**src/rtl/poly_output_stream_drain.sv**
```systemverilog
// Purpose : drains the head slot of the output poly FIFO onto a valid/ready line stream.
// Latency : 3 cycles from (enable & !fifo_empty) in IDLE to the first m_valid; then 1 line/cycle.
// Backpr. : m_ready low stalls the stream; RAM issues are credit-gated so the buffer never overflows.
//
// Ports:
//   clk, rstn                 clock, synchronous active-low reset
//   enable, fifo_empty        start condition, sampled only in IDLE
//   fifo_rd_finish            1 when idle or releasing the slot (DONE), 0 while reading it
//   fifo_addrA/B, fifo_dA/B   dual-port RAM read (even lines on A, odd on B), data 1 cycle later
//   m_data/m_valid/m_ready    output line stream, m_last on line NUM_LINES-1
//   busy, poly_count          status: not IDLE, number of fully drained polys (wraps)
module poly_output_stream_drain #(
    parameter int BIT_WIDTH  = 16,
    parameter int LINE_SIZE  = 4,
    parameter int ADDR_WIDTH = 3,
    parameter int LINE_W     = BIT_WIDTH * LINE_SIZE,
    parameter int ADDR_W     = ADDR_WIDTH,
    parameter int BUF_DEPTH  = 4
) (
    input  logic              clk,
    input  logic              rstn,
    input  logic              enable,
    input  logic              fifo_empty,
    output logic              fifo_rd_finish,
    output logic [ADDR_W-1:0] fifo_addrA,
    output logic [ADDR_W-1:0] fifo_addrB,
    input  logic [LINE_W-1:0] fifo_dA,
    input  logic [LINE_W-1:0] fifo_dB,
    output logic [LINE_W-1:0] m_data,
    output logic              m_valid,
    input  logic              m_ready,
    output logic              m_last,
    output logic              busy,
    output logic [15:0]       poly_count
);

    localparam int NUM_LINES = 2 ** ADDR_W;
    localparam int PTR_W     = $clog2(BUF_DEPTH);
    localparam int OCC_W     = PTR_W + 1;
    localparam int NEED_W    = OCC_W + 2;

    localparam logic [ADDR_W-1:0] LAST_PAIR = ADDR_W'(NUM_LINES / 2 - 1);
    localparam logic [ADDR_W-1:0] LAST_LINE = ADDR_W'(NUM_LINES - 1);

    localparam logic [1:0] S_IDLE  = 2'd0;
    localparam logic [1:0] S_READ  = 2'd1;
    localparam logic [1:0] S_DRAIN = 2'd2;
    localparam logic [1:0] S_DONE  = 2'd3;

    logic [1:0]        state_q, state_d;
    logic [ADDR_W-1:0] k_q, k_d;
    logic              inflight_q, inflight_d;
    logic [15:0]       poly_count_q, poly_count_d;

    logic [LINE_W-1:0] buf_q [BUF_DEPTH];
    logic [LINE_W-1:0] buf_d [BUF_DEPTH];
    logic [PTR_W-1:0]  wr_ptr_q, wr_ptr_d;
    logic [PTR_W-1:0]  rd_ptr_q, rd_ptr_d;
    logic [OCC_W-1:0]  occ_q, occ_d;
    logic [ADDR_W-1:0] beat_q, beat_d;

    logic              issue;
    logic              pop;
    logic              can_issue;
    logic [NEED_W-1:0] need;
    logic [ADDR_W-1:0] addr_a;
    logic [ADDR_W-1:0] addr_b;
    logic [PTR_W-1:0]  wr_ptr_p1;

    // Stream side: buffer head is presented directly; beat counter gives m_last
    // without storing address bits alongside the data.
    assign m_valid = (occ_q != '0);
    assign m_data  = buf_q[rd_ptr_q];
    assign m_last  = m_valid && (beat_q == LAST_LINE);
    assign pop     = m_valid && m_ready;

    // Room must remain for the pair about to be issued plus any pair still in
    // the RAM pipeline; occupancy is taken before this cycle's pop.
    always_comb begin
        need      = NEED_W'(occ_q) + (inflight_q ? NEED_W'(4) : NEED_W'(2));
        can_issue = (need <= NEED_W'(BUF_DEPTH));
    end

    // Control FSM and issue addressing.
    always_comb begin
        state_d      = state_q;
        k_d          = k_q;
        poly_count_d = poly_count_q;
        issue        = 1'b0;
        addr_a       = '0;
        addr_b       = '0;
        case (state_q)
            S_IDLE: begin
                if (enable && !fifo_empty) begin
                    state_d = S_READ;
                    k_d     = '0;
                end
            end
            S_READ: begin
                addr_a = ADDR_W'({k_q, 1'b0});
                addr_b = addr_a | ADDR_W'(1);
                if (can_issue) begin
                    issue = 1'b1;
                    k_d   = k_q + ADDR_W'(1);
                    if (k_q == LAST_PAIR) begin
                        state_d = S_DRAIN;
                    end
                end
            end
            S_DRAIN: begin
                if (pop && m_last) begin
                    state_d = S_DONE;
                end
            end
            S_DONE: begin
                state_d      = S_IDLE;
                poly_count_d = poly_count_q + 16'd1;
            end
            default: begin
                state_d = S_IDLE;
            end
        endcase
    end

    // Return path: both RAM lines land in the same cycle, A before B so the
    // buffer stays in address order.
    always_comb begin
        wr_ptr_p1  = wr_ptr_q + PTR_W'(1);
        buf_d      = buf_q;
        wr_ptr_d   = wr_ptr_q;
        rd_ptr_d   = rd_ptr_q;
        beat_d     = beat_q;
        inflight_d = issue;
        occ_d      = occ_q + (inflight_q ? OCC_W'(2) : OCC_W'(0))
                           - (pop ? OCC_W'(1) : OCC_W'(0));
        if (inflight_q) begin
            buf_d[wr_ptr_q]  = fifo_dA;
            buf_d[wr_ptr_p1] = fifo_dB;
            wr_ptr_d         = wr_ptr_q + PTR_W'(2);
        end
        if (pop) begin
            rd_ptr_d = rd_ptr_q + PTR_W'(1);
            // wraps to 0 naturally after the last line of a poly
            beat_d   = beat_q + ADDR_W'(1);
        end
    end

    always_ff @(posedge clk) begin
        if (!rstn) begin
            state_q      <= S_IDLE;
            k_q          <= '0;
            inflight_q   <= 1'b0;
            poly_count_q <= '0;
            buf_q        <= '{default: '0};
            wr_ptr_q     <= '0;
            rd_ptr_q     <= '0;
            occ_q        <= '0;
            beat_q       <= '0;
        end else begin
            state_q      <= state_d;
            k_q          <= k_d;
            inflight_q   <= inflight_d;
            poly_count_q <= poly_count_d;
            buf_q        <= buf_d;
            wr_ptr_q     <= wr_ptr_d;
            rd_ptr_q     <= rd_ptr_d;
            occ_q        <= occ_d;
            beat_q       <= beat_d;
        end
    end

    assign fifo_rd_finish = (state_q == S_IDLE) || (state_q == S_DONE);
    assign busy           = (state_q != S_IDLE);
    assign fifo_addrA     = addr_a;
    assign fifo_addrB     = addr_b;
    assign poly_count     = poly_count_q;

endmodule

```
**config.mk**
```make
export PLATFORM = sky130hd
export DESIGN_NAME = poly_output_stream_drain
export DESIGN_NICKNAME = d
export VERILOG_FILES = /design/src/rtl/poly_output_stream_drain.sv
export SDC_FILE = /design/constraint.sdc
export NUM_CORES = 1
export LEC_CHECK = 0
export ABC_CLOCK_PERIOD_IN_PS = 2100
export BUFFER_PORTS_ARGS = -buffer_cell sky130_fd_sc_hd__buf_2
export CAP_MARGIN = 20
export CORE_ASPECT_RATIO = 1.75
export CORE_UTILIZATION = 58
export CTS_BUF_LIST = sky130_fd_sc_hd__clkbuf_4 sky130_fd_sc_hd__clkbuf_8
export DETAILED_ROUTE_END_ITERATION = 12
export PLACE_DENSITY_LB_ADDON = 0.05
export SLEW_MARGIN = 20
export SYNTH_ARGS = -nofsm -noshare
export SYNTH_HDL_FRONTEND = slang
export SYNTH_SLANG_ARGS = --single-unit
```
**constraint.sdc**
```tcl
create_clock -name clk -period 2.1 [get_ports clk]
set_input_delay 0.42 -clock clk [delete_from_list [all_inputs] [get_ports clk]]
set_output_delay 0.42 -clock clk [all_outputs]
set_load 0.02 [all_outputs]
```
==> impl_metrics.sql, run 1 <==
INSERT INTO impl_metrics (metric_group, metric, value, unit) VALUES
('cts', 'tritoncts', 'built', ''),
('cts', 'clkTransAtPathRegs', '0.07', 'ns'),
('sta', 'finalSetupViolCount', '64', ''),
('route', 'dr_wl_met3', '1.51', 'mm'),
('route', 'routed_wirelength', '30.7', 'mm'),
('finish', 'layout_fillers', '1684', ''),
('finish', 'post_route_cells_drive_above_1_share', '25.7', '%'),
('route', 'wl_met1', '12.0', 'mm'),
('power', 'netSwitchingFraction', '31.0', '%'),
('route', 'drtPass1Iterations', '4', ''),
('place', 'io_buffers', '221', ''),
('cts', 'clk-insertion-delay-late', '0.56', 'ns'),
('sta', 'final_hold_viol_count', '0', ''),
('sta', 'setup_total_negative_slack', '-14.39', 'ns'),
('sta', 'final.setup_skew', '0.0195', 'ns'),
('cts', 'clock_tree.buffer_depth', '3', ''),
('floorplanning', 'die_y', '197', 'um'),
('power', 'power_leakage', '5.72', 'nW'),
('status', 'status', 'finished with violations', ''),
('synthesis', 'synthCells', '1369', ''),
('floorplanning', 'initial_core_util', '59.5', '%'),
('power', 'max-vdd-ir-drop', '0.000721', 'V'),
('status', 'violated_checks', 'setup timing', ''),
('sta', 'fin_crit_sh', '114', '%'),
('power', 'sequentialPowerShare', '41.5', '%'),
('global_route', 'track_usage', '27.7', '%'),
('setup_path', 'worstSetupStartpointType', 'flip-flop', ''),
('global_route', 'grt_start_max_net_pins', '115', ''),
('power', 'p_comb_share', '28.7', '%'),
('finish', 'ff_latch_area', '0.00575', 'mm2'),
('floorplanning', 'core_area', '0.0211', 'mm2'),
('place', 'placer_congestion', '0.785', ''),
('floorplanning', 'pin_count', '223', ''),
('route', 'drt_iter0_drc', '579', ''),
('global_route', 'first_global_vias', '10100', ''),
('sta', 'worst_slew_pin_slew', '0.603', 'ns'),
('cts', 'cts-hold-fix-buffers', '0', ''),
('global_route', 'wire_length_of_the_first_global_routing_pass', '49.0', 'mm'),
('route', 'detailroute.via_count', '10100', ''),
('synthesis', 'postSynthNetCount', '1517', ''),
('setup_path', 'cp_max_fo', '5', ''),
('finish', 'area.growth.synth_to_final', '22.7', '%'),
('synthesis', 'post_synth.cell_area_avg', '9.17', 'um2'),
('sta', 'timing_max_transition_violations_final', '0', ''),
('cts', 'cts-buffers-inserted', '43', ''),
('global_route', 'grt-ovfl-total', '0', ''),
('floorplanning', 'die-area', '0.0223', 'mm2'),
('synthesis', 'synth_sequential_area_ratio', '45.7', '%'),
('setup_path', 'cp_data_required_time', '1.68', 'ns'),
('synthesis', 'synthesis.area', '0.0126', 'mm2'),
('power', 'power.internal', '10.5', 'mW'),
('sta', 'clock.fmax', '419', 'MHz'),
('route', 'drcViolationCount', '0', ''),
('synthesis', 'synth.yosys.warnings', '0', ''),
('synthesis', 'synthDistinctLibCells', '37', ''),
('finish', 'multi_input_comb_area', '0.00629', 'mm2'),
('power', 'clock_power_share', '29.8', '%'),
('synthesis', 'yosys-top-cells-area', 'dfxtp_1 (46%), nand2_1 (16%), a21boi_0 (16%), mux4_2 (11%), buf_2 (2.2%)', ''),
('synthesis', 'netlist.top_cell.by_area', 'dfxtp_1', ''),
('sta', 'layout_setup_ws', '-0.284', 'ns'),
('setup_path', 'crit_path_end_kind', 'output port', ''),
('route', 'met2RoutedLength', '16.4', 'mm'),
('place', 'hpwlAfterDp', '18.4', 'mm'),
('setup_path', 'timing_worst_setup_path_type', 'flip-flop to output port', ''),
('finish', 'net_count_of_the_finished_layout', '1715', ''),
('synthesis', 'synth.ff_latch_count', '287', ''),
('job', 'max_cap_viol_count', '0', ''),
('sta', 'max_slew_margin', '59.3', '%'),
('synthesis', 'netlist.area_leader.share', '45.7', '%'),
('power', 'power_density_of_the_placed_cells', '983', 'mW/mm2'),
('global_route', 'antenna_found_initial', '12', ''),
('floorplanning', 'floorplan.die.width', '113', 'um'),
('sta', 'finalWorstPathRequiredPeriod', '2.38', 'ns'),
('floorplanning', 'placement_rows', '70', ''),
('route', 'routed_wire_length_per_instance', '16.2', 'um'),
('cts', 'cts.sinks', '287', ''),
('power', 'power.switching', '4.69', 'mW'),
('cts', 'h-tree-depth', '2', ''),
('cts', 'clockRootBuffer', 'clkbuf_8', ''),
('route', 'top_signal_layer_used', 'met5', ''),
('route', 'routed_via_density', '5.33', ''),
('hold_path', 'worst_min_path_class', 'input pin to flip-flop', ''),
('route', 'drt.antenna.violating_nets', '0', ''),
('setup_path', 'worst_endpoint_data_arrival_time', '1.96', 'ns'),
('finish', 'final_util', '73.0', '%'),
('sta', 'rsz0062_at_grt', 'yes', '');
==> cell type report <==
cell class	count	area share, %
multi-input cells	959	40.8
flip-flops and latches	287	37.3
repair buffers	260	13.5
clock buffers	66	5.36
well taps	288	2.34
inverters	16	0.390
diodes	9	0.146
clock inverters	2	0.0649
==> flip-flops by register name, summed over array words and instances, names as in the netlist <==
name and flops:
wr_ptr_q 1, occ_q 3, state_q 2, poly_count 16
inflight_q 1, beat_q 3, buf_q 256, rd_ptr_q 2
k_q 3
==> through the flow <==
step           hold WS [ns]  area, um2  cells  total power, mW  setup slack [ns]
6_report              0.120      15400   1887             15.2            -0.284
5_1_grt              0.0996      15400   1887             15.9            -0.360
4_1_cts              0.0968      15200   1872             15.0            -0.304
3_5_place_dp          0.453      13900   1791             10.1             0.234
3_3_place_gp          0.445      13900   1791             10.1             0.265
2_1_floorplan         0.435      12600   1369             8.95             0.280
==> worst paths after layout <==
path,cells past startpoint,endpoint,slack [ns],from
worst max-delay path,5,m_data[37],-0.28,rd_ptr_q[1]$_SDFFE_PN0P_
worst min-delay path,3,buf_q[63]$_SDFFE_PN0P_,0.12,fifo_dB[63]
worst max register to register,10,occ_q[2]$_SDFF_PN0_,0.19,occ_q[1]$_SDFF_PN0_
worst min register to register,2,buf_q[185]$_SDFFE_PN0P_,0.46,buf_q[185]$_SDFFE_PN0P_
==> cell families after synthesis <==
| kind of cell | Yosys count | synth area share, % |
|---|---|---|
| AOI/OAI and AO/OA | 272 | 16.2 |
| and+or+nand+nor | 587 | 19.1 |
| xor gates and xnor gates | 17 | 1.19 |
| DFF | 287 | 45.7 |
| adders and majority gates | 15 | 1.55 |
| other | 1 | 0.0299 |
| buffers and inverters | 123 | 4.47 |
| muxes | 67 | 11.7 |
==> cells in the final DEF (no fill, tap or decap), types with 10 or more instances in the layout <==
cell / instances
a21boi_0: 260
and2_1: 21
buf_12: 19
buf_2: 167
buf_4: 11
buf_6: 58
clkbuf_4: 13
clkbuf_8: 53
dfxtp_1: 284
ha_1: 13
inv_1: 16
mux4_2: 64
nand2_1: 526
xnor2_1: 10
==> power groups by stage <==
stage          Clock, mW  Combinational [mW]  Sequential [mW]
2_1_floorplan          0                2.67             6.27
3_3_place_gp           0                3.66             6.42
3_5_place_dp           0                3.70             6.44
4_1_cts             4.62                4.09             6.32
5_1_grt             4.86                4.71             6.36
6_report            4.52                4.35             6.29
==> layer usage <==
metal  global-route usage [%]  vias up
met1                     30.6     4805
met2                     50.4      233
met3                     6.06       52
met5                        0        -
met4                     12.3        4
li1                         -     4958
==> worst max-delay path, cell delays in order, from the launching register on <==
cell and delay [ns]:
dfxtp_4 0.38, buf_6 0.11, buf_12 0.11, buf_16 0.13
mux4_2 0.51, buf_6 0.15
==> cell usage after synthesis <==
cell type    n
ha_1        14
conb_1       1
inv_1       16
mux4_2      64
nor4_4       1
buf_1        3
and4_1       1
o211a_1      1
o21a_1       1
nand4_1      2
nand4_4      3
buf_2       55
clkbuf_2     1
nand3_2      1
nand2_2      1
a21boi_0   260
nor4_2       2
xnor2_1     10
and2_1      22
a21boi_1     1
o21ai_0      4
o311ai_0     1
buf_4        8
xor2_1       7
clkbuf_1    40
nand2_1    527
nor3_1       4
mux2i_1      3
fa_1         1
nor2b_1      2
o22ai_1      3
or3_1        3
nor2_1       5
nand2b_1     4
dfxtp_1    287
a21oi_1      1
nand3_1      9
==> timing repair <==
item,CTS,global route
gates resized for setup,71,57
setup endpoints to repair,69,69
buffers inserted,10,6
pin swaps,0,1
gates cloned,4,1
Note: power is estimated with default switching activity, not from simulation.
==> run 2: changes to the inputs <==
--- a/config.mk
+++ b/config.mk
@@ -9,10 +9,12 @@
 export BUFFER_PORTS_ARGS = -buffer_cell sky130_fd_sc_hd__buf_2
 export CAP_MARGIN = 20
 export CORE_ASPECT_RATIO = 1.75
-export CORE_UTILIZATION = 58
+export CORE_UTILIZATION = 41
 export CTS_BUF_LIST = sky130_fd_sc_hd__clkbuf_4 sky130_fd_sc_hd__clkbuf_8
 export DETAILED_ROUTE_END_ITERATION = 12
+export HOLD_SLACK_MARGIN = 0.06
 export PLACE_DENSITY_LB_ADDON = 0.05
+export REMOVE_ABC_BUFFERS = 1
 export SLEW_MARGIN = 20
 export SYNTH_ARGS = -nofsm -noshare
 export SYNTH_HDL_FRONTEND = slang
==> run 2 against run 1 <==
The flow still finishes with violations (setup timing). Register-to-register slack worse by 0.03 ns. Setup slack lost 0.015 ns. Clock skew is 0.0011 ns lower. Final area down 0.45%. Final cell count rose by 5.7%. Clock-buffer cell count up 16. Power grew 2.4%. Routed wire length up 10%. Die area up 41%. Critical endpoint is now m_data[46]. Largest cell class unchanged.
==> impl_metrics.sql, run 2 (same netlist as run 1, synthesis figures left out) <==
INSERT INTO impl_metrics (metric_group, metric, value, unit) VALUES
('sta', 'layout_setup_ws', '-0.299', 'ns'),
('floorplanning', 'placement_rows', '84', ''),
('route', 'drt.antenna.violating_nets', '0', ''),
('cts', 'clkTransAtPathRegs', '0.06', 'ns'),
('global_route', 'track_usage', '22.0', '%'),
('sta', 'max_slew_margin', '64.1', '%'),
('sta', 'rsz0062_at_grt', 'yes', ''),
('floorplanning', 'core_area', '0.0301', 'mm2'),
('finish', 'ff_latch_area', '0.00576', 'mm2'),
('cts', 'clk-insertion-delay-late', '0.56', 'ns'),
('finish', 'layout_fillers', '2988', ''),
('cts', 'h-tree-depth', '2', ''),
('setup_path', 'worst_endpoint_data_arrival_time', '1.98', 'ns'),
('global_route', 'first_global_vias', '10200', ''),
('power', 'max-vdd-ir-drop', '0.000509', 'V'),
('status', 'violated_checks', 'setup timing', ''),
('floorplanning', 'floorplan.die.width', '134', 'um'),
('power', 'power_density_of_the_placed_cells', '1010', 'mW/mm2'),
('floorplanning', 'die-area', '0.0314', 'mm2'),
('global_route', 'grt-ovfl-total', '0', ''),
('place', 'detailed_place.area', '0.0141', 'mm2'),
('place', 'detailedPlace.worstSlack', '0.233', 'ns'),
('finish', 'instances_no_fill', '1994', ''),
('setup_path', 'cp_max_fo', '5', ''),
('finish', 'register_with_the_most_flip_flops', 'buf_q', ''),
('job', 'max_cap_viol_count', '0', ''),
('cts', 'tritoncts', 'built', ''),
('sta', 'finalWorstPathRequiredPeriod', '2.40', 'ns'),
('route', 'routed_via_density', '5.00', ''),
('cts', 'clock_tree.buffer_depth', '3', ''),
('finish', 'net_count_of_the_finished_layout', '1712', ''),
('place', 'hpwlAfterDp', '21.9', 'mm'),
('sta', 'finalSetupViolCount', '64', ''),
('sta', 'final_hold_viol_count', '0', ''),
('setup_path', 'crit_path_end_kind', 'output port', ''),
('route', 'routed_wire_length_per_instance', '17.0', 'um'),
('cts', 'clockRootBuffer', 'clkbuf_8', ''),
('route', 'drtPass1Iterations', '6', ''),
('place', 'numPlacedInstances', '1894', ''),
('finish', 'largest_reg_flops', '256', ''),
('place', 'io_buffers', '221', ''),
('finish', 'area.growth.synth_to_final', '22.2', '%'),
('hold_path', 'worst_min_path_class', 'input pin to flip-flop', ''),
('global_route', 'wire_length_of_the_first_global_routing_pass', '54.0', 'mm'),
('setup_path', 'cp_data_required_time', '1.68', 'ns'),
('finish', 'layout_commonest_cell', 'nand2_1', ''),
('floorplanning', 'die_y', '234', 'um'),
('route', 'drcViolationCount', '0', ''),
('finish', 'multi_input_comb_area', '0.00629', 'mm2'),
('global_route', 'grt_start_max_net_pins', '103', ''),
('route', 'detailroute.via_count', '9967', ''),
('place', 'placer_congestion', '0.755', ''),
('setup_path', 'timing_worst_setup_path_type', 'flip-flop to output port', ''),
('finish', 'post_route_cells_drive_above_1_share', '26.4', '%'),
('finish', 'final_util', '51.1', '%'),
('status', 'status', 'finished with violations', ''),
('sta', 'worst_slew_pin_slew', '0.537', 'ns'),
('floorplanning', 'initial_core_util', '41.8', '%'),
('finish', 'postLayoutCellArea', '0.0153', 'mm2'),
('route', 'drt_iter0_drc', '414', ''),
('finish', 'mostFrequentLayoutCells', 'nand2_1 (526), dfxtp_1 (281), a21boi_0 (260), buf_2 (203), mux4_2 (64)', ''),
('setup_path', 'worstSetupStartpointType', 'flip-flop', ''),
('cts', 'cts.sinks', '287', ''),
('cts', 'cts-buffers-inserted', '46', ''),
('global_route', 'antenna_found_initial', '8', ''),
('sta', 'timing_max_transition_violations_final', '0', ''),
('sta', 'clock.fmax', '417', 'MHz'),
('power', 'power_leakage', '5.73', 'nW'),
('route', 'routed_wirelength', '33.9', 'mm'),
('floorplanning', 'pin_count', '223', ''),
('sta', 'final.setup_skew', '0.0185', 'ns'),
('sta', 'fin_crit_sh', '114', '%');
## run 2: path summary, 6_finish.rpt
check	cells past startpoint	to	slack [ns]	start
max	4	m_data[46]	-0.30	rd_ptr_q[1]$_SDFFE_PN0P_
min	3	buf_q[38]$_SDFFE_PN0P_	0.11	fifo_dB[38]
max reg2reg	10	occ_q[2]$_SDFF_PN0_	0.16	occ_q[0]$_SDFF_PN0_
min reg2reg	2	buf_q[52]$_SDFFE_PN0P_	0.46	buf_q[52]$_SDFFE_PN0P_
## run 2: layout make-up
cell class / instances / area share (%)
inverter: 16 / 0.391
timing repair buffer: 254 / 11.2
clock buffer: 82 / 6.54
clock inverter: 2 / 0.0652
sequential: 287 / 37.5
multi-input combinational: 959 / 41.0
tap: 387 / 3.16
antenna: 7 / 0.114
## run 2: through the flow
step	total power [mW]	setup TNS, ns	hold slack [ns]
finish	15.5	-15.23	0.112
global route	16.4	-20.54	0.0816
CTS	15.8	-20.99	0.0606
detailed placement	10.4	0	0.452
global placement	10.3	0	0.446
floorplan	8.82	-556.58	0.435
## run 2: worst max-delay path, cell delays in order, from the launching register on
cell and delay [ns]:
dfxtp_4 0.43, buf_6 0.15, clkbuf_16 0.15, mux4_2 0.52, buf_6 0.16
## run 2: what timing repair did
action | CTS | global route
endpoints found under the setup margin | 70 | 69
resized for setup | 19 | 30
endpoints found under the hold margin | 1 | 0
pin swaps | 1 | 0
gates cloned | 2 | 1
hold buffers | 1 | 0
setup buffers | 8 | 0
## run 2: layer usage
metal	GRT usage, %	vias up	part of all wire, %
met5	0	-	0.092
met4	8.43	4	2.5
met3	4.80	59	4.9
met2	40.9	199	54
met1	23.9	4747	39
li1	-	4958	-
## run 2: power breakdown
part,internal [mW],switching (mW)
clock,2.97,2.17
sequential,5.97,0.354
combinational,1.75,2.29
==> run 3: changes to the inputs <==
--- a/config.mk
+++ b/config.mk
@@ -5,7 +5,7 @@
 export SDC_FILE = /design/constraint.sdc
 export NUM_CORES = 1
 export LEC_CHECK = 0
-export ABC_CLOCK_PERIOD_IN_PS = 2100
+export ABC_CLOCK_PERIOD_IN_PS = 2400
 export BUFFER_PORTS_ARGS = -buffer_cell sky130_fd_sc_hd__buf_2
 export CAP_MARGIN = 20
 export CORE_ASPECT_RATIO = 1.75
@@ -15,7 +15,6 @@
 export HOLD_SLACK_MARGIN = 0.06
 export PLACE_DENSITY_LB_ADDON = 0.05
 export REMOVE_ABC_BUFFERS = 1
-export SLEW_MARGIN = 20
 export SYNTH_ARGS = -nofsm -noshare
 export SYNTH_HDL_FRONTEND = slang
 export SYNTH_SLANG_ARGS = --single-unit
==> constraint.sdc (replaced) <==
create_clock -name clk -period 2.4 [get_ports clk]
set_input_delay 0.48 -clock clk [delete_from_list [all_inputs] [get_ports clk]]
set_output_delay 0.48 -clock clk [all_outputs]
set_load 0.02 [all_outputs]
==> run 3 against run 2 <==
The flow still finishes with violations (setup timing). Clock skew fell by 0.0085 ns. Routed wire length is 0.24% lower. Largest power group unchanged. Critical path type unchanged. Core utilization rose by 1.1 points. Sequential power fell by 12%. Sequential share of layout area fell by 0.80 points.
==> impl_metrics.sql, run 3 (same netlist as run 1, synthesis figures left out) <==
INSERT INTO impl_metrics (metric_group, metric, value, unit) VALUES
('setup_path', 'critical_path.cell_chain', 'buf_12 > buf_16 > mux4_2 > buf_6', ''),
('route', 'routed_via_density', '5.02', ''),
('floorplanning', 'placement_rows', '84', ''),
('place', 'placer_congestion', '0.754', ''),
('sta', 'timing_max_transition_violations_final', '0', ''),
('route', 'routed_wirelength', '33.8', 'mm'),
('floorplanning', 'core_area', '0.0301', 'mm2'),
('sta', 'finalWorstPathRequiredPeriod', '2.44', 'ns'),
('route', 'drt.antenna.violating_nets', '0', ''),
('cts', 'cts-hold-fix-buffers', '0', ''),
('sta', 'max_slew_margin', '64.0', '%'),
('hold_path', 'hold_path_end', 'buf_q[26]$_SDFFE_PN0P_', ''),
('cts', 'h-tree-depth', '2', ''),
('power', 'clock_power_share', '32.4', '%'),
('sta', 'worst_slew_pin_slew', '0.534', 'ns'),
('sta', 'layout_setup_ws', '-0.0433', 'ns'),
('setup_path', 'crit_family', 'multiplexers', ''),
('power', 'netSwitchingFraction', '31.2', '%'),
('setup_path', 'cp_max_fo', '8', ''),
('floorplanning', 'pin_count', '223', ''),
('finish', 'ff_latch_area', '0.00575', 'mm2'),
('place', 'hpwlAfterDp', '21.3', 'mm'),
('finish', 'area.growth.synth_to_final', '24.7', '%'),
('route', 'drt_iter0_drc', '354', ''),
('setup_path', 'critical-path-max-stage-delay', '0.53', 'ns'),
('setup_path', 'worst_endpoint_data_arrival_time', '1.96', 'ns'),
('setup_path', 'timing_worst_setup_path_type', 'flip-flop to output port', ''),
('finish', 'register_with_the_most_flip_flops', 'buf_q', ''),
('sta', 'finalSetupViolCount', '35', ''),
('cts', 'clkTransAtPathRegs', '0.07', 'ns'),
('power', 'max-vdd-ir-drop', '0.000471', 'V'),
('setup_path', 'cp_data_required_time', '1.92', 'ns'),
('cts', 'cts.sinks', '287', ''),
('finish', 'layout_fillers', '2923', ''),
('sta', 'rsz0062_at_grt', 'yes', ''),
('global_route', 'track_usage', '21.8', '%'),
('setup_path', 'setup.reg_to_reg.worst_slack', '0.31', 'ns'),
('finish', 'net_count_of_the_finished_layout', '1714', ''),
('setup_path', 'critical-path-slowest-cell', 'mux4_2', ''),
('power', 'power_density_of_the_placed_cells', '877', 'mW/mm2'),
('route', 'drtPass1Iterations', '5', ''),
('floorplanning', 'initial_core_util', '41.8', '%'),
('status', 'violated_checks', 'setup timing', ''),
('power', 'final_power', '13.7', 'mW'),
('global_route', 'first_global_vias', '10200', ''),
('setup_path', 'worstReg2RegStart', 'inflight_q$_SDFF_PN0_', ''),
('sta', 'fin_crit_sh', '102', '%'),
('sta', 'setup_total_negative_slack', '-0.450', 'ns'),
('cts', 'clock_tree.buffer_depth', '3', ''),
('setup_path', 'worstSetupStartpointType', 'flip-flop', ''),
('finish', 'layout_commonest_cell', 'nand2_1', ''),
('place', 'detailed_place.area', '0.0141', 'mm2'),
('route', 'detailroute.via_count', '9987', ''),
('finish', 'mostFrequentLayoutCells', 'nand2_1 (526), dfxtp_1 (285), a21boi_0 (260), buf_2 (167), mux4_2 (64)', ''),
('finish', 'largest_reg_flops', '256', ''),
('sta', 'final.setup_skew', '0.0100', 'ns'),
('route', 'drcViolationCount', '0', ''),
('hold_path', 'worstHoldPathCells', '3', ''),
('hold_path', 'timing.hold.worst.start', 'fifo_dB[26]', ''),
('finish', 'multi_input_comb_area', '0.00628', 'mm2'),
('power', 'power.internal', '9.45', 'mW'),
('hold_path', 'worst_min_path_class', 'input pin to flip-flop', ''),
('cts', 'clockRootBuffer', 'clkbuf_8', ''),
('floorplanning', 'die-area', '0.0314', 'mm2'),
('power', 'sequentialPowerShare', '40.4', '%'),
('setup_path', 'r2r_cells', '7', ''),
('global_route', 'grt-ovfl-total', '0', ''),
('status', 'status', 'finished with violations', ''),
('setup_path', 'rr_endpoint', 'k_q[1]$_SDFFE_PN0P_', ''),
('place', 'io_buffers', '221', ''),
('power', 'power_leakage', '5.79', 'nW'),
('setup_path', 'critPathBufInv', '3', ''),
('global_route', 'grt_start_max_net_pins', '121', ''),
('cts', 'cts-buffers-inserted', '45', ''),
('route', 'routed_wire_length_per_instance', '17.0', 'um'),
('power', 'p_comb_share', '27.2', '%'),
('finish', 'postLayoutCellArea', '0.0157', 'mm2'),
('sta', 'clock.fmax', '409', 'MHz'),
('finish', 'post_route_cells_drive_above_1_share', '25.9', '%'),
('global_route', 'wire_length_of_the_first_global_routing_pass', '53.7', 'mm'),
('floorplanning', 'die_y', '234', 'um'),
('sta', 'final_hold_viol_count', '0', ''),
('job', 'max_cap_viol_count', '0', ''),
('setup_path', 'crit_path_end_kind', 'output port', ''),
('cts', 'clk-insertion-delay-late', '0.56', 'ns'),
('cts', 'tritoncts', 'built', ''),
('floorplanning', 'floorplan.die.width', '134', 'um'),
('global_route', 'antenna_found_initial', '6', ''),
('power', 'power.switching', '4.29', 'mW');
## run 3: cell count changes in the layout (fill, tap and decap cells not counted), sizes merged
cell	delta
bufinv	+1
clkinv	+2
diode	-3
clkbuf	-6
clkinvlp	+1
buf	+1
dlygate4sd3	-1
## run 3: worst reg2reg max path, cell delays in order (launching register included)
cell and delay (ns):
dfxtp_1 0.50, inv_1 0.18, ha_1 0.24, fa_1 0.37
nand2b_1 0.15, a21oi_1 0.21, nand3_1 0.16, o22ai_1 0.20
## run 3: power by group through the flow
| stage | combinational (mW) | sequential [mW] | clock [mW] |
|---|---|---|---|
| after floorplan | 2.02 | 5.69 | 0 |
| after detailed placement | 3.31 | 5.70 | 0 |
| after CTS | 3.61 | 5.56 | 4.60 |
| after global routing | 4.10 | 5.61 | 4.80 |
| final | 3.75 | 5.55 | 4.45 |
| after global placement | 3.27 | 5.70 | 0 |
## run 3: area by class of cell
cell class / count / share of cell area, %
Clock buffer: 73 / 5.85
Multi-Input combinational cell: 959 / 40.1
Tap cell: 387 / 3.09
Antenna cell: 4 / 0.0639
Clock inverter: 6 / 0.367
Sequential cell: 287 / 36.7
Inverter: 16 / 0.383
Timing Repair Buffer: 257 / 13.5
## run 3: how the worst max path moves through the flow
stage,start,endpoint,slack (ns),depth (start not counted)
global placement,inflight_q$_SDFF_PN0_,k_q[1]$_SDFFE_PN0P_,0.35,7
floorplan,inflight_q$_SDFF_PN0_,buf_q[128]$_SDFFE_PN0P_,-2.32,4
finish,rd_ptr_q[1]$_SDFFE_PN0P_,m_data[25],-0.04,4
CTS,rd_ptr_q[1]$_SDFFE_PN0P_,m_data[41],-0.11,3
global route,rd_ptr_q[1]$_SDFFE_PN0P_,m_data[37],-0.10,4
detailed placement,inflight_q$_SDFF_PN0_,k_q[2]$_SDFFE_PN0P_,0.32,7
## run 3: metal layers
| layer | global-route usage (%) | vias up | routed length (um) |
|---|---|---|---|
| met5 | 0 | - | 34 |
| met4 | 8.46 | 6 | 795 |
| met3 | 5.06 | 59 | 1690 |
| met2 | 40.3 | 204 | 17800 |
| met1 | 23.9 | 4755 | 13500 |
| li1 | - | 4963 | - |
## run 3: timing repair
action	4_1_cts	5_1_grt
gates resized for setup	55	65
gates cloned	2	4
endpoints found under the setup margin	60	63
buffers inserted	6	2
## run 3: per-stage QoR
step / instances / worst slack [ns] / hold slack, ns / util [%]
2_1_floorplan: 1262 / -2.32 / 0.435 / -
3_3_place_gp: 1892 / 0.347 / 0.446 / 46.8
4_1_cts: 1979 / -0.114 / 0.116 / 51.1
3_5_place_dp: 1892 / 0.318 / 0.453 / 46.8
5_1_grt: 1986 / -0.104 / 0.133 / 52.1
6_report: 1989 / -0.0433 / 0.168 / 52.1
